$ cat config.mk
export PLATFORM = sky130hd
export DESIGN_NAME = register_file_scoreboard
export DESIGN_NICKNAME = d
export VERILOG_FILES = /design/src/rtl/register_file_scoreboard.sv
export SDC_FILE = /design/constraint.sdc
export NUM_CORES = 2
export LEC_CHECK = 0
export ABC_CLOCK_PERIOD_IN_PS = 5500
export CORE_ASPECT_RATIO = 0.6
export CORE_MARGIN = 2
export CORE_UTILIZATION = 35
export CTS_BUF_LIST = sky130_fd_sc_hd__clkbuf_8
export CTS_CLUSTER_DIAMETER = 150
export DETAILED_ROUTE_END_ITERATION = 8
export DONT_BUFFER_PORTS = 1
export PLACE_DENSITY = 0.51
export SETUP_SLACK_MARGIN = 0.15
export SYNTH_ARGS = -nofsm -noshare
export SYNTH_HDL_FRONTEND = slang
export SYNTH_SLANG_ARGS = --single-unit
$ cat constraint.sdc
create_clock -name clock -period 5.5 [get_ports clock]
set_input_delay 1.1 -clock clock [delete_from_list [all_inputs] [get_ports clock]]
set_output_delay 1.1 -clock clock [all_outputs]
set_load 0.01 [all_outputs]
$ cat src/rtl/register_file_scoreboard.sv
// Register file (32 x 32-bit, r0 hardwired to zero) with an integrated
// per-register in-flight write scoreboard used by ID to detect RAW hazards.
// Writebacks may be bypassed to the read ports in the same cycle.
module register_file_scoreboard #(
    parameter int WRITE_BYPASS  = 1,
    parameter int MAX_IN_FLIGHT = 3
) (
    input  logic        clock,
    input  logic        reset_n,
    input  logic [37:0] wb_to_rf_bus,
    input  logic [4:0]  read_address_1,
    output logic [31:0] read_data_1,
    input  logic [4:0]  read_address_2,
    output logic [31:0] read_data_2,
    input  logic        issue_valid,
    input  logic [4:0]  issue_destination,
    output logic        read_1_pending,
    output logic        read_2_pending,
    output logic        scoreboard_error
);

    typedef struct packed {
        logic        write_enabled;
        logic [4:0]  write_address;
        logic [31:0] write_data;
    } wb_to_rf_t;

    localparam logic [1:0] max_count = 2'(MAX_IN_FLIGHT);
    localparam bit bypass_on = (WRITE_BYPASS != 0);

    wb_to_rf_t   wb;
    logic        retire;
    logic [31:0] regs_reg [0:31];
    logic [1:0]  count_all [0:31];
    logic [31:0] count_fault;
    logic        error_reg;

    assign wb     = wb_to_rf_bus;
    // A writeback to r0 is neither stored nor counted as a retire.
    assign retire = wb.write_enabled && (wb.write_address != 5'd0);

    // Register storage; r0 is never written so it keeps its reset value of 0.
    always_ff @(posedge clock or negedge reset_n) begin
        if (!reset_n) begin
            for (int i = 0; i < 32; i++) begin
                regs_reg[i] <= 32'd0;
            end
        end else if (retire) begin
            regs_reg[wb.write_address] <= wb.write_data;
        end
    end

    // One saturating in-flight counter per architectural register.
    for (genvar gi = 0; gi < 32; gi++) begin : g_sb
        if (gi == 0) begin : g_zero
            assign count_all[gi]   = 2'd0;
            assign count_fault[gi] = 1'b0;
        end else begin : g_count
            logic       inc;
            logic       dec;
            logic [1:0] count_reg;
            logic [1:0] count_next;
            logic       fault;

            assign inc = issue_valid && (issue_destination == 5'(gi));
            assign dec = retire && (wb.write_address == 5'(gi));

            // Issue and retire to the same register cancel; otherwise
            // saturate at both ends and flag the illegal move.
            always_comb begin
                count_next = count_reg;
                fault      = 1'b0;
                if (inc && !dec) begin
                    if (count_reg >= max_count) begin
                        fault = 1'b1;
                    end else begin
                        count_next = count_reg + 2'd1;
                    end
                end else if (dec && !inc) begin
                    if (count_reg == 2'd0) begin
                        fault = 1'b1;
                    end else begin
                        count_next = count_reg - 2'd1;
                    end
                end
            end

            // Counter state update.
            always_ff @(posedge clock or negedge reset_n) begin
                if (!reset_n) begin
                    count_reg <= 2'd0;
                end else begin
                    count_reg <= count_next;
                end
            end

            assign count_all[gi]   = count_reg;
            assign count_fault[gi] = fault;
        end
    end

    // Sticky error: once any counter over/underflows it stays set until reset.
    always_ff @(posedge clock or negedge reset_n) begin
        if (!reset_n) begin
            error_reg <= 1'b0;
        end else if (|count_fault) begin
            error_reg <= 1'b1;
        end
    end

    // Read port 1: storage or same-cycle writeback, forced to 0 during reset.
    always_comb begin
        read_data_1    = 32'd0;
        read_1_pending = 1'b0;
        if (reset_n && (read_address_1 != 5'd0)) begin
            if (bypass_on && retire && (wb.write_address == read_address_1)) begin
                read_data_1    = wb.write_data;
                read_1_pending = (count_all[read_address_1] > 2'd1);
            end else begin
                read_data_1    = regs_reg[read_address_1];
                read_1_pending = (count_all[read_address_1] != 2'd0);
            end
        end
    end

    // Read port 2: identical to port 1.
    always_comb begin
        read_data_2    = 32'd0;
        read_2_pending = 1'b0;
        if (reset_n && (read_address_2 != 5'd0)) begin
            if (bypass_on && retire && (wb.write_address == read_address_2)) begin
                read_data_2    = wb.write_data;
                read_2_pending = (count_all[read_address_2] > 2'd1);
            end else begin
                read_data_2    = regs_reg[read_address_2];
                read_2_pending = (count_all[read_address_2] != 2'd0);
            end
        end
    end

    assign scoreboard_error = reset_n && error_reg;

endmodule

==> impl_metrics.tcl <==
set metrics [dict create \
    power_leakage_nw 28.93 \
    cts_made_buffers 183 \
    cts_tree "done" \
    power.share.clock_pct 34.4 \
    crit_family "compound AO/OA/AOI/OAI gates" \
    antenna_left 0 \
    switchingPower_mw 6.218 \
    grt_util_all_layers_pct 23.98 \
    critPathKind "primary input to primary output" \
    fin_nets 4542 \
    routedWlPerCell_um 31.11 \
    end_kind "primary output" \
    ys.flop_type "dfrtp_1" \
    fmax_mhz 193.8 \
    portBuffers 0 \
    comb_power_share_pct 18.7 \
    routabilityCongestion 0.8697 \
    clock_latency_ns 0.97 \
    largest_reg_flops 1024 \
    worstPathRequired_ns 4.40 \
    synth.largest_area_cell "dfrtp_1" \
    grt_max_degree 321 \
    drive_above_1_share_pct 40.74 \
    async_flop_share_pct 100.0 \
    synth.most_common_cell "dfrtp_1" \
    cts_buffer_depth 3 \
    first_pass_iters 6 \
    ys_ff_latch 1087 \
    outcome "complete, but fails checks" \
    viasPerCell 6.041 \
    period_share_pct 93.83 \
    core_um2 172900 \
    violations "max-capacitance violations, max-slew violations" \
    synth_area_leaders "dfrtp_1 45%, mux2_2 18%, mux4_2 17%" \
    grt_overflow_total 0 \
    min_period_ns 5.161 \
    grt_pass1_vias 40940 \
    path_common_cell "a211oi_1" \
    synthToLayoutAreaGrowth_pct 9.585 \
    maxSlewHeadroom_pct -25.56 \
    peakVddDrop_uv 185.9 \
    reg2reg_slack_ns 3.23 \
    synth_warnings 0 \
    clk_pin_slew_ns 0.07 \
    finalMaxSlewViolations 161 \
    path_buf_inv 0 \
    antenna_found_initial 6 \
    power_frac_seq_pct 46.9 \
    sw_frac_of_total_pct 27.86 \
    grt_pass1_wl_um 309300 \
    synthesis.nets 4731 \
    power.total_mw 22.32 \
    max-cap-violations 1 \
    skew_ns 0.03079 \
    cts_root_buf "clkbuf_8" \
    synth_top_area_share_pct 44.52 \
    path_cells "mux4_2 -> nor2b_1 -> a211oi_1 -> a211oi_1 -> a211o_1" \
    cts_sinks 1087 \
    htreeDepth 4 \
    timing.final.hold_violations 0 \
    fin_setup_tns_ns 0 \
    synth-seq-area-share_pct 44.52 \
    synth_commonest_cells "1087 x dfrtp_1, 980 x mux2_2, 453 x mux4_2" \
    syn_area_um2 61100 \
    netlist_instances 4613 \
    cpMaxStageDelayCell "a211oi_1" \
    start_util_pct 35.34 \
    dieWidth_um 543.4 \
    path_max_fanout 320 \
    syn_avg_cell_area_um2 13.25 \
    power_density_nw_per_um2 333.4 \
    num_rows 118 \
    holdCritPathClass "primary input to register" \
    dp_hpwl_um 117100 \
    setup_viol 0 \
    drcViolationCount 0 \
    cp_slowest_stage_delay_ns 0.89 \
    vias 41740 \
    synth-edff-count 0 \
    start_kind "primary input" \
    p_int_mw 16.10 \
    dieArea_um2 178000 \
    num_io_pins 123 \
    cp.arrival_ns 4.06 \
    wl_um 215000 \
    die_h_um 327.6 \
    drt_iter0_drc 4695 \
    tightest_slew_ns 1.883 \
    rsz0062_at_grt "false" \
    yosys.cell_types.count 65 \
]
[final timing paths]
| check | startpoint | end | cells after the start |
|---|---|---|---|
| worst max-delay path | read_address_2[0] | read_data_2[0] | 5 |
| worst min-delay path | wb_to_rf_bus[11] | regs_reg[491] | 2 |
| worst max register to register | g_sb[16].g_count.count_reg[0] | error_reg | 5 |
| worst min register to register | regs_reg[1003] | regs_reg[1003] | 0 |
| max in group asynchronous | reset_n | regs_reg[613] | 5 |
| min in group asynchronous | reset_n | regs_reg[56] | 2 |
[per-layer routing]
| layer | share of wire, % | up-vias | global-route usage [%] |
|---|---|---|---|
| li1 | - | 17150 | - |
| met1 | 47 | 22550 | 36.33 |
| met2 | 42 | 1685 | 33.91 |
| met3 | 8.2 | 354 | 5.375 |
| met4 | 2.7 | 0 | 7.230 |
| met5 | 0 | - | 0 |
[kinds of logic (layout without fill, tap and decap cells)]
| kind of cell | count (synthesis) | after routing | synth area share, % |
|---|---|---|---|
| compound gates | 587 | 587 | 6.555 |
| xor+xnor | 10 | 10 | 0.1433 |
| fa+ha+maj | 62 | 62 | 1.270 |
| buf+inv | 543 | 491 | 3.989 |
| flops | 1087 | 1087 | 44.52 |
| mux | 1634 | 1634 | 38.05 |
| other cells | 0 | 8 | 0 |
| simple gates | 690 | 690 | 5.476 |
[power groups by stage]
stage / registers [mW] / logic, mW / clock network [mW]
after global routing: 10.7 / 4.47 / 8.21
after global placement: 10.5 / 4.03 / 0
final: 10.5 / 4.16 / 7.68
after CTS: 10.4 / 4.10 / 7.84
after floorplan: 10.2 / 3.47 / 0
after detailed placement: 10.6 / 4.09 / 0
[timing repair]
action | 4_1_cts | 5_1_grt
endpoints found under the hold margin | 26 | 0
endpoints found under the setup margin | 0 | 12
resized for setup | 0 | 1
hold buffers | 1 | 0
setup buffers | 0 | 0
[layout make-up]
type | instances | area, um^2
sequential | 1087 | 27200
multi-input combinational | 2983 | 31730
tap | 2340 | 2928
clock inverter | 87 | 556.8
antenna | 8 | 20.02
timing repair buffer | 100 | 1023
clock buffer | 235 | 3234
inverter | 69 | 261.5
fill | 16230 | 105900
[placed cells by master, fill, tap and decap left out, types with 67 or more instances in the layout]
cell type	netlist	final
nor2b_1	81	80
o21ai_0	105	103
clkbuf_8	0	235
a21oi_1	127	127
mux4_2	453	453
buf_4	33	80
dfrtp_1	1087	1087
nor2_1	99	86
nand2_1	302	291
mux2i_1	201	201
inv_1	68	115
o22ai_1	67	67
mux2_2	980	980
[through the flow]
step           worst slack (ns)  std cells  hold slack, ns  instance area, um^2  utilization (%)
6_report                 0.3392       6909          0.2696                66960            38.73
5_1_grt                  0.2522       6902          0.2490                66940            38.72
4_1_cts                  0.3312       6897          0.1773                66830            38.66
3_5_place_dp             0.6224       6574          0.3827                63030            36.46
3_3_place_gp             0.6501       6574          0.3763                63030            36.46
2_1_floorplan             1.554       4613          0.4413                61100                -
Note: power is estimated with default switching activity, not from simulation.
